--- src/rtl/cpu_control.sv ---
// Initiator-side control unit for the mini-CPU register memory: fetches an instruction
// on a send edge, drives addresses, computes the ALU result and hands it to memory.
module cpu_control #(
    parameter int unsigned READ_LAT      = 1,
    parameter int unsigned STORE_TIMEOUT = 15
) (
    input  logic        clk,
    input  logic        reset,
    input  logic        power,
    input  logic        send,
    input  logic [15:0] instr,
    input  logic [15:0] v1RAM,
    input  logic [15:0] v2RAM,
    input  logic        stored,
    output logic [2:0]  stateCPU,
    output logic [2:0]  opcode,
    output logic [3:0]  addr1,
    output logic [3:0]  addr2,
    output logic [3:0]  addr3,
    output logic [15:0] valorGuardarRAM,
    output logic [15:0] result,
    output logic [3:0]  disp_addr,
    output logic        done,
    output logic        err
);

    typedef enum logic [2:0] {
        StOff       = 3'b000,
        StFetch     = 3'b001,
        StDecode    = 3'b010,
        StCalc      = 3'b011,
        StDispStore = 3'b100
    } state_e;

    localparam logic [2:0] OpLoad    = 3'b000;
    localparam logic [2:0] OpAdd     = 3'b001;
    localparam logic [2:0] OpAddi    = 3'b010;
    localparam logic [2:0] OpSub     = 3'b011;
    localparam logic [2:0] OpSubi    = 3'b100;
    localparam logic [2:0] OpMul     = 3'b101;
    localparam logic [2:0] OpClear   = 3'b110;
    localparam logic [2:0] OpDisplay = 3'b111;

    state_e      state_q, state_d;
    logic [15:0] instr_q, instr_d;
    logic        send_prev_q, send_prev_d;
    logic [7:0]  cnt_q, cnt_d;
    logic [2:0]  opcode_q, opcode_d;
    logic [3:0]  addr1_q, addr1_d, addr2_q, addr2_d, addr3_q, addr3_d;
    logic [15:0] valor_q, valor_d;
    logic [15:0] result_q, result_d;
    logic [3:0]  disp_addr_q, disp_addr_d;
    logic        done_q, done_d;
    logic        err_q, err_d;

    logic [3:0]  dec_a1, dec_a2, dec_a3;
    logic [15:0] imm5_ext;
    logic [15:0] value;

    // Address map decoded straight from the incoming word so it is valid from DECODE on
    always_comb begin
        dec_a1 = '0;
        dec_a2 = '0;
        dec_a3 = '0;
        case (instr[15:13])
            OpLoad, OpDisplay: dec_a1 = instr[12:9];
            OpAdd, OpSub: begin
                dec_a3 = instr[12:9];
                dec_a1 = instr[8:5];
                dec_a2 = instr[4:1];
            end
            OpAddi, OpSubi, OpMul: begin
                dec_a2 = instr[12:9];
                dec_a1 = instr[8:5];
            end
            default: ;
        endcase
    end

    assign imm5_ext = {11'b0, instr_q[4:0]};

    always_comb begin
        value = '0;
        case (instr_q[15:13])
            OpLoad:    value = {7'b0, instr_q[8:0]};
            OpAdd:     value = v1RAM + v2RAM;
            OpAddi:    value = v1RAM + imm5_ext;
            OpSub:     value = v1RAM - v2RAM;
            OpSubi:    value = v1RAM - imm5_ext;
            OpMul:     value = v1RAM * imm5_ext;
            OpClear:   value = '0;
            OpDisplay: value = v1RAM;
            default:   value = '0;
        endcase
    end

    always_comb begin
        state_d     = state_q;
        instr_d     = instr_q;
        send_prev_d = send;
        cnt_d       = cnt_q;
        opcode_d    = opcode_q;
        addr1_d     = addr1_q;
        addr2_d     = addr2_q;
        addr3_d     = addr3_q;
        valor_d     = valor_q;
        result_d    = result_q;
        disp_addr_d = disp_addr_q;
        done_d      = 1'b0;
        err_d       = err_q;

        if (!power) begin
            state_d = StOff;
        end else begin
            case (state_q)
                StOff: state_d = StFetch;
                StFetch: begin
                    if (send && !send_prev_q) begin
                        instr_d  = instr;
                        opcode_d = instr[15:13];
                        addr1_d  = dec_a1;
                        addr2_d  = dec_a2;
                        addr3_d  = dec_a3;
                        err_d    = 1'b0;
                        cnt_d    = '0;
                        state_d  = StDecode;
                    end
                end
                StDecode: begin
                    // One cycle to present addresses, then READ_LAT cycles of memory latency
                    if (opcode_q == OpLoad || opcode_q == OpClear || cnt_q == 8'(READ_LAT)) begin
                        cnt_d   = '0;
                        state_d = StCalc;
                    end else begin
                        cnt_d = cnt_q + 8'd1;
                    end
                end
                StCalc: begin
                    valor_d = value;
                    cnt_d   = '0;
                    state_d = StDispStore;
                end
                StDispStore: begin
                    if (opcode_q == OpDisplay || stored) begin
                        result_d    = valor_q;
                        disp_addr_d = (opcode_q == OpClear) ? 4'd0 : instr_q[12:9];
                        done_d      = 1'b1;
                        state_d     = StFetch;
                    end else if (cnt_q == 8'(STORE_TIMEOUT - 1)) begin
                        err_d   = 1'b1;
                        state_d = StFetch;
                    end else begin
                        cnt_d = cnt_q + 8'd1;
                    end
                end
                default: state_d = StOff;
            endcase
        end
    end

    always_ff @(posedge clk) begin
        if (reset) begin
            state_q     <= StOff;
            instr_q     <= '0;
            send_prev_q <= 1'b0;
            cnt_q       <= '0;
            opcode_q    <= '0;
            addr1_q     <= '0;
            addr2_q     <= '0;
            addr3_q     <= '0;
            valor_q     <= '0;
            result_q    <= '0;
            disp_addr_q <= '0;
            done_q      <= 1'b0;
            err_q       <= 1'b0;
        end else begin
            state_q     <= state_d;
            instr_q     <= instr_d;
            send_prev_q <= send_prev_d;
            cnt_q       <= cnt_d;
            opcode_q    <= opcode_d;
            addr1_q     <= addr1_d;
            addr2_q     <= addr2_d;
            addr3_q     <= addr3_d;
            valor_q     <= valor_d;
            result_q    <= result_d;
            disp_addr_q <= disp_addr_d;
            done_q      <= done_d;
            err_q       <= err_d;
        end
    end

    assign stateCPU        = state_q;
    assign opcode          = opcode_q;
    assign addr1           = addr1_q;
    assign addr2           = addr2_q;
    assign addr3           = addr3_q;
    assign valorGuardarRAM = valor_q;
    assign result          = result_q;
    assign disp_addr       = disp_addr_q;
    assign done            = done_q;
    assign err             = err_q;

endmodule
--- config.mk ---
export PLATFORM = sky130hd
export DESIGN_NAME = cpu_control
export DESIGN_NICKNAME = d
export VERILOG_FILES = /design/src/rtl/cpu_control.sv
export SDC_FILE = /design/constraint.sdc
export NUM_CORES = 1
export LEC_CHECK = 0
export CAP_MARGIN = 5
export CORE_UTILIZATION = 50
export DETAILED_ROUTE_END_ITERATION = 6
export PLACE_DENSITY = 0.74
export SYNTH_ARGS = -nofsm -noshare
export SYNTH_HDL_FRONTEND = slang
export SYNTH_SLANG_ARGS = --single-unit
export TNS_END_PERCENT = 50
--- constraint.sdc ---
create_clock -name clk -period 11.3 [get_ports clk]
set_input_delay 2.26 -clock clk [delete_from_list [all_inputs] [get_ports clk]]
set_output_delay 2.26 -clock clk [all_outputs]
set_load 0.05 [all_outputs]
==> results of run 1 <==
## area by class of cell
cell class	count	share of cell area, %
multi-input combinational	678	57.8
sequential	78	19.2
timing repair buffer	118	14.1
tap	172	2.64
clock inverter	6	0.460
inverter	63	2.90
clock buffer	10	2.93
## power by group through the flow
| stage | logic (mW) | clock network (mW) | registers [mW] |
|---|---|---|---|
| detailed placement | 0.148 | 0 | 0.288 |
| CTS | 0.149 | 0.272 | 0.281 |
| finish | 0.150 | 0.269 | 0.282 |
| floorplan | 0.0938 | 0 | 0.290 |
| global route | 0.165 | 0.285 | 0.282 |
| global placement | 0.147 | 0 | 0.288 |
## cells by family (layout without fill, tap and decap cells)
kind of cell	Yosys count	in the layout	synth area share, %
muxes	6	6	0.932
and+or+nand+nor	340	340	24.4
buffers and inverters	111	197	6.62
AOI/OAI and AO/OA	212	212	20.9
xor gates and xnor gates	45	45	5.87
adders and majority gates	75	75	18.0
DFF	78	78	23.3
## sequential cells by signal (all words and copies together), names as in the netlist
register / flops
addr1: 4
done: 1
result: 16
addr3: 4
addr2: 4
send_prev_q: 1
valorGuardarRAM: 16
disp_addr: 4
err: 1
cnt_q: 8
instr_q: 16
stateCPU: 3
## layout by cell type (no fill, tap or decap), types with 9 or more instances in the layout
master and n:
a211oi_1 9, a21oi_1 80, a221oi_1 13, and2_1 46, buf_4 10, clkbuf_16 9
clkdlybuf4s50_1 107, dfxtp_1 78, fa_1 36, ha_1 39, inv_1 63, nand2_1 129
nand3_1 18, nor2_1 66, nor3_1 27, o21ai_0 25, o221ai_1 10, xnor2_1 28
xor2_1 17
## per-layer routing
metal  up-vias  global-route usage, %  wire length, um
li1       3165                      -                -
met1      3045                   36.5             8500
met2       215                   46.3             8930
met3        39                   4.55             1090
met4         0                   11.9              659
met5         -                      0                0
## metrics by stage
stage	utilization, %	setup WS [ns]
finish	63.6	4.87
CTS	63.6	4.86
global placement	61.4	4.62
global route	63.6	4.53
floorplan	-	5.36
detailed placement	61.4	4.52
## worst min-delay path by stage
stage | endpoint | slack (ns) | cells after the start
global placement | disp_addr[3]$_SDFFE_PP0P_ | 0.44 | 2
CTS | result[1]$_SDFFE_PP0P_ | 0.45 | 2
detailed placement | result[1]$_SDFFE_PP0P_ | 0.45 | 2
finish | disp_addr[3]$_SDFFE_PP0P_ | 0.45 | 2
global route | instr_q[12]$_SDFFE_PP0P_ | 0.47 | 2
floorplan | instr_q[6]$_SDFFE_PP0P_ | 0.43 | 2
## worst register-to-register path: stages (launching register included)
cell and delay, ns:
dfxtp_1 0.91, and2_1 0.25, fa_1 0.44, fa_1 0.54, inv_1 0.05, fa_1 0.52
inv_1 0.04, ha_1 0.34, a21oi_1 0.18, o22ai_1 0.14, o41ai_1 0.54, o21ai_0 0.23
a31oi_1 0.25, xnor2_1 0.14, nand2_1 0.07, a21oi_1 0.14
==> impl_metrics.ini, run 1 <==
[routing]
ant_nets = 0
routed_wl_um = 19200
drt_iter0_drc = 400
routed_via_density = 5.75
routed-via-count = 6464
wl_per_cell_um = 17.0
drc = 0
firstDrtPassIters = 5

[global_routing]
grt_pass1_wl_um = 31300
gr-total-overflow = 0
grt_pass1_vias = 6252
antenna_found_initial = 0
gr-usage-all-layers_pct = 28.2
grt_start_max_net_pins = 68

[timing]
finalCritPeriodShare_pct = 56.9
slew_headroom_pct = 36.5
holdWs_ns = 0.451
setup_viol = 0
finalMaxSlewViolations = 0
tightest_slew_ns = 0.952
skew_ns = 0.00553
rsz0062_at_grt = no
hold_viol_final = 0
min_period_ns = 6.43
fmax_mhz = 156
fin_tns_setup_ns = 0

[setup_path]
reg2reg_depth = 15
critPathLaunch = v1RAM[1]
slowest_stage = clkdlybuf4s50_1
cp.depth = 17
endpoint = valorGuardarRAM[15]$_SDFFE_PP0P_
critPathBufInv = 4
cp_slowest_stage_delay_ns = 0.54
path_cells = clkdlybuf4s50_1 > inv_1 > nor2_1 > fa_1 > fa_1 > inv_1 > fa_1 > inv_1 > ha_1 > a21oi_1 > o22ai_1 > o41ai_1 > o21ai_0 > a31oi_1 > xnor2_1 > nand2_1 > a21oi_1
r2r_setup_slack_ns = 6.45
cpLargestDelayFamily = adder cells
crit_type = primary input to register
critPathLaunchType = primary input
crit_arrival_ns = 6.70
r2r_end = valorGuardarRAM[15]$_SDFFE_PP0P_
critical_path.max_fanout = 5
worstReg2RegStart = instr_q[2]$_SDFFE_PP0P_
worstSetupEndpointType = register
critPathRequiredTime_ns = 11.57

[floorplan]
die_area_um2 = 13900
core_um2 = 12800
die_w_um = 118
io_pins = 109
initial_core_util_pct = 52.3
std_cell_rows = 41
dieHeight_um = 118

[placed_design]
place_inst = 1109
dp_hpwl_um = 14300
io_buffers = 108
place_congestion = 0.931
placed_area_um2 = 7880

[yosys]
ys.flop_type = dfxtp_1
syn_area_per_cell_um2 = 7.74
yosysWarnings = 0
yosysSeqAreaShare_pct = 23.3
syn_inst = 867
synthArstFlopShare_pct = 0
synth_edf_count = 0
yosys.area.top_type_share_pct = 23.3
yosysMostFrequentCell = nand2_1
synthTopCellsByArea = dfxtp_1, fa_1, ha_1
synth-seq-cells = 78
synth_fp_nets = 995
yosys-top-cells-count = nand2_1, a21oi_1, dfxtp_1
yosysTopAreaCell = dfxtp_1
synthesis.area_um2 = 6710
ys_types = 71

[final_layout]
multi_input_area_um2 = 4710
diodes = 0
areaGrowthSynthToFinish_pct = 21.5
fillers = 1188
drive_gt1_share_pct = 4.41
seqCellArea_um2 = 1560
design_area_um2 = 8150
nets = 1076
layout.cells.non_filler = 1125

[power]
leakage_nw = 3.20
power_density_nw_per_um2 = 85.9
switchingPower_mw = 0.203
p_seq_share_pct = 40.2
p_clk_share_pct = 38.4
intPower_mw = 0.497
switching_share_pct = 29.0
comb_power_share_pct = 21.4
max-vdd-ir-drop_v = 0.000107
power_mw = 0.700

[clock_network]
postCtsHoldBufs = 0
cts_sinks = 78
worstSkewPairLatency_ns = 0.34
numCtsBuffers = 9
clk_pin_slew_ns = 0.06
cts_resized = 0
htree_levels = 3
cts_tree = done
root_buffer = clkbuf_16
cts_buffer_depth = 2
post_cts_buffers = 0

[hold_path]
min-delay-path-class = register to register
worstHoldStart = disp_addr[3]$_SDFFE_PP0P_

[status]
status = finished clean

[run]
maxCapViolCount = 0
(Power assumes the default switching activity.)
==> run 2: changes to the inputs <==
Clock period 11.3 ns to 6.5 ns, I/O delays scaled along.
==> impl_metrics.ini, run 2 (synthesis results as in run 1) <==
[setup_path]
critPathRequiredTime_ns = 6.76
crit_arrival_ns = 5.86
r2r_setup_slack_ns = 1.54
crit_type = primary input to register
critPathLaunchType = primary input
critical_path.max_fanout = 5
worstSetupEndpointType = register

[clock_network]
post_cts_buffers = 0
cts_resized = 0
worstSkewPairLatency_ns = 0.34
cts_sinks = 78
cts_tree = done
cts_buffer_depth = 2
htree_levels = 3
clk_pin_slew_ns = 0.06
root_buffer = clkbuf_16
postCtsHoldBufs = 0
numCtsBuffers = 9

[final_layout]
diodes = 0
drive_gt1_share_pct = 4.41
seqCellArea_um2 = 1560
fillers = 1173
multi_input_area_um2 = 4710
areaGrowthSynthToFinish_pct = 22.3
final_common_cell = nand2_1
nets = 1077
mostFrequentLayoutCells = nand2_1, clkdlybuf4s50_1, a21oi_1

[routing]
ant_nets = 0
drc = 0
drt_iter0_drc = 483
routed-via-count = 6504
routed_via_density = 5.78
firstDrtPassIters = 5
wl_per_cell_um = 17.2
routed_wl_um = 19300

[power]
max-vdd-ir-drop_v = 0.000181
leakage_nw = 3.23
power_density_nw_per_um2 = 158

[floorplan]
die_area_um2 = 13900
core_um2 = 12800
initial_core_util_pct = 52.3
io_pins = 109
dieHeight_um = 118
die_w_um = 118
std_cell_rows = 41

[timing]
hold_viol_final = 0
fin_tns_setup_ns = 0
rsz0062_at_grt = no
slew_headroom_pct = 36.4
tightest_slew_ns = 0.953
fmax_mhz = 178
min_period_ns = 5.60
finalMaxSlewViolations = 0
finalCritPeriodShare_pct = 86.2
setup_viol = 0
holdWs_ns = 0.452
skew_ns = 0.00704

[global_routing]
antenna_found_initial = 0
grt_start_max_net_pins = 68
gr-usage-all-layers_pct = 28.5
gr-total-overflow = 0
grt_pass1_wl_um = 31600
grt_pass1_vias = 6242

[run]
maxCapViolCount = 0

[status]
status = finished clean

[placed_design]
place_congestion = 0.935
io_buffers = 108
dp_hpwl_um = 14400

[hold_path]
min-delay-path-class = register to register
run 2: final timing paths:
check | startpoint | to | depth (start not counted)
max | v1RAM[1] | valorGuardarRAM[15]$_SDFFE_PP0P_ | 17
min | disp_addr[3]$_SDFFE_PP0P_ | disp_addr[3]$_SDFFE_PP0P_ | 2
min reg2reg | disp_addr[3]$_SDFFE_PP0P_ | disp_addr[3]$_SDFFE_PP0P_ | 2
max reg2reg | instr_q[2]$_SDFFE_PP0P_ | valorGuardarRAM[15]$_SDFFE_PP0P_ | 15
run 2: area by class of cell:
type / count / share of cell area (%)
Multi-Input combinational cell: 678 / 57.4
Sequential cell: 78 / 19.0
Tap cell: 172 / 2.62
Timing Repair Buffer: 119 / 14.1
Clock inverter: 5 / 1.01
Inverter: 63 / 2.88
Clock buffer: 10 / 2.91
run 2: through the flow:
step,instances,area [um^2],util (%),power (mW),worst slack [ns]
floorplan,867,6710,-,0.668,1.52
global placement,1110,7880,61.5,0.756,0.780
detailed placement,1110,7880,61.5,0.757,0.650
CTS,1125,8210,64.0,1.30,0.943
global route,1125,8210,64.0,1.35,0.566
finish,1125,8210,64.0,1.29,0.897
run 2: layer usage:
metal / GRT usage (%) / vias to the layer above / routed length (um) / part of all wire, %
li1: - / 3169 / - / -
met1: 36.4 / 3049 / 8280 / 43
met2: 47.2 / 243 / 8970 / 46
met3: 4.36 / 43 / 1370 / 7.1
met4: 12.8 / 0 / 679 / 3.5
met5: 0 / - / 0 / 0
run 2: power breakdown:
| part | switching, mW | leakage [nW] | internal (mW) |
|---|---|---|---|
| combinational | 0.146 | 2.45 | 0.115 |
| sequential | 0.00661 | 0.630 | 0.483 |
| clock | 0.198 | 0.159 | 0.346 |
| total | 0.351 | 3.23 | 0.944 |
run 2: worst max-delay path, stage by stage:
cell and delay, ns:
clkdlybuf4s50_1 0.53, inv_1 0.12, nor2_1 0.16, fa_1 0.44, fa_1 0.54, inv_1 0.05, fa_1 0.53, inv_1 0.04
ha_1 0.35, a21oi_1 0.17, o22ai_1 0.15, o41ai_1 0.60, o21ai_0 0.23, a31oi_1 0.24, xnor2_1 0.14, nand2_1 0.08
a21oi_1 0.18
==> run 3: changes to the inputs <==
Settings changed: SLEW_MARGIN from default to 10.
==> results of run 3 <==
No change in the layout: final DEF, timing and power equal those of run 2.
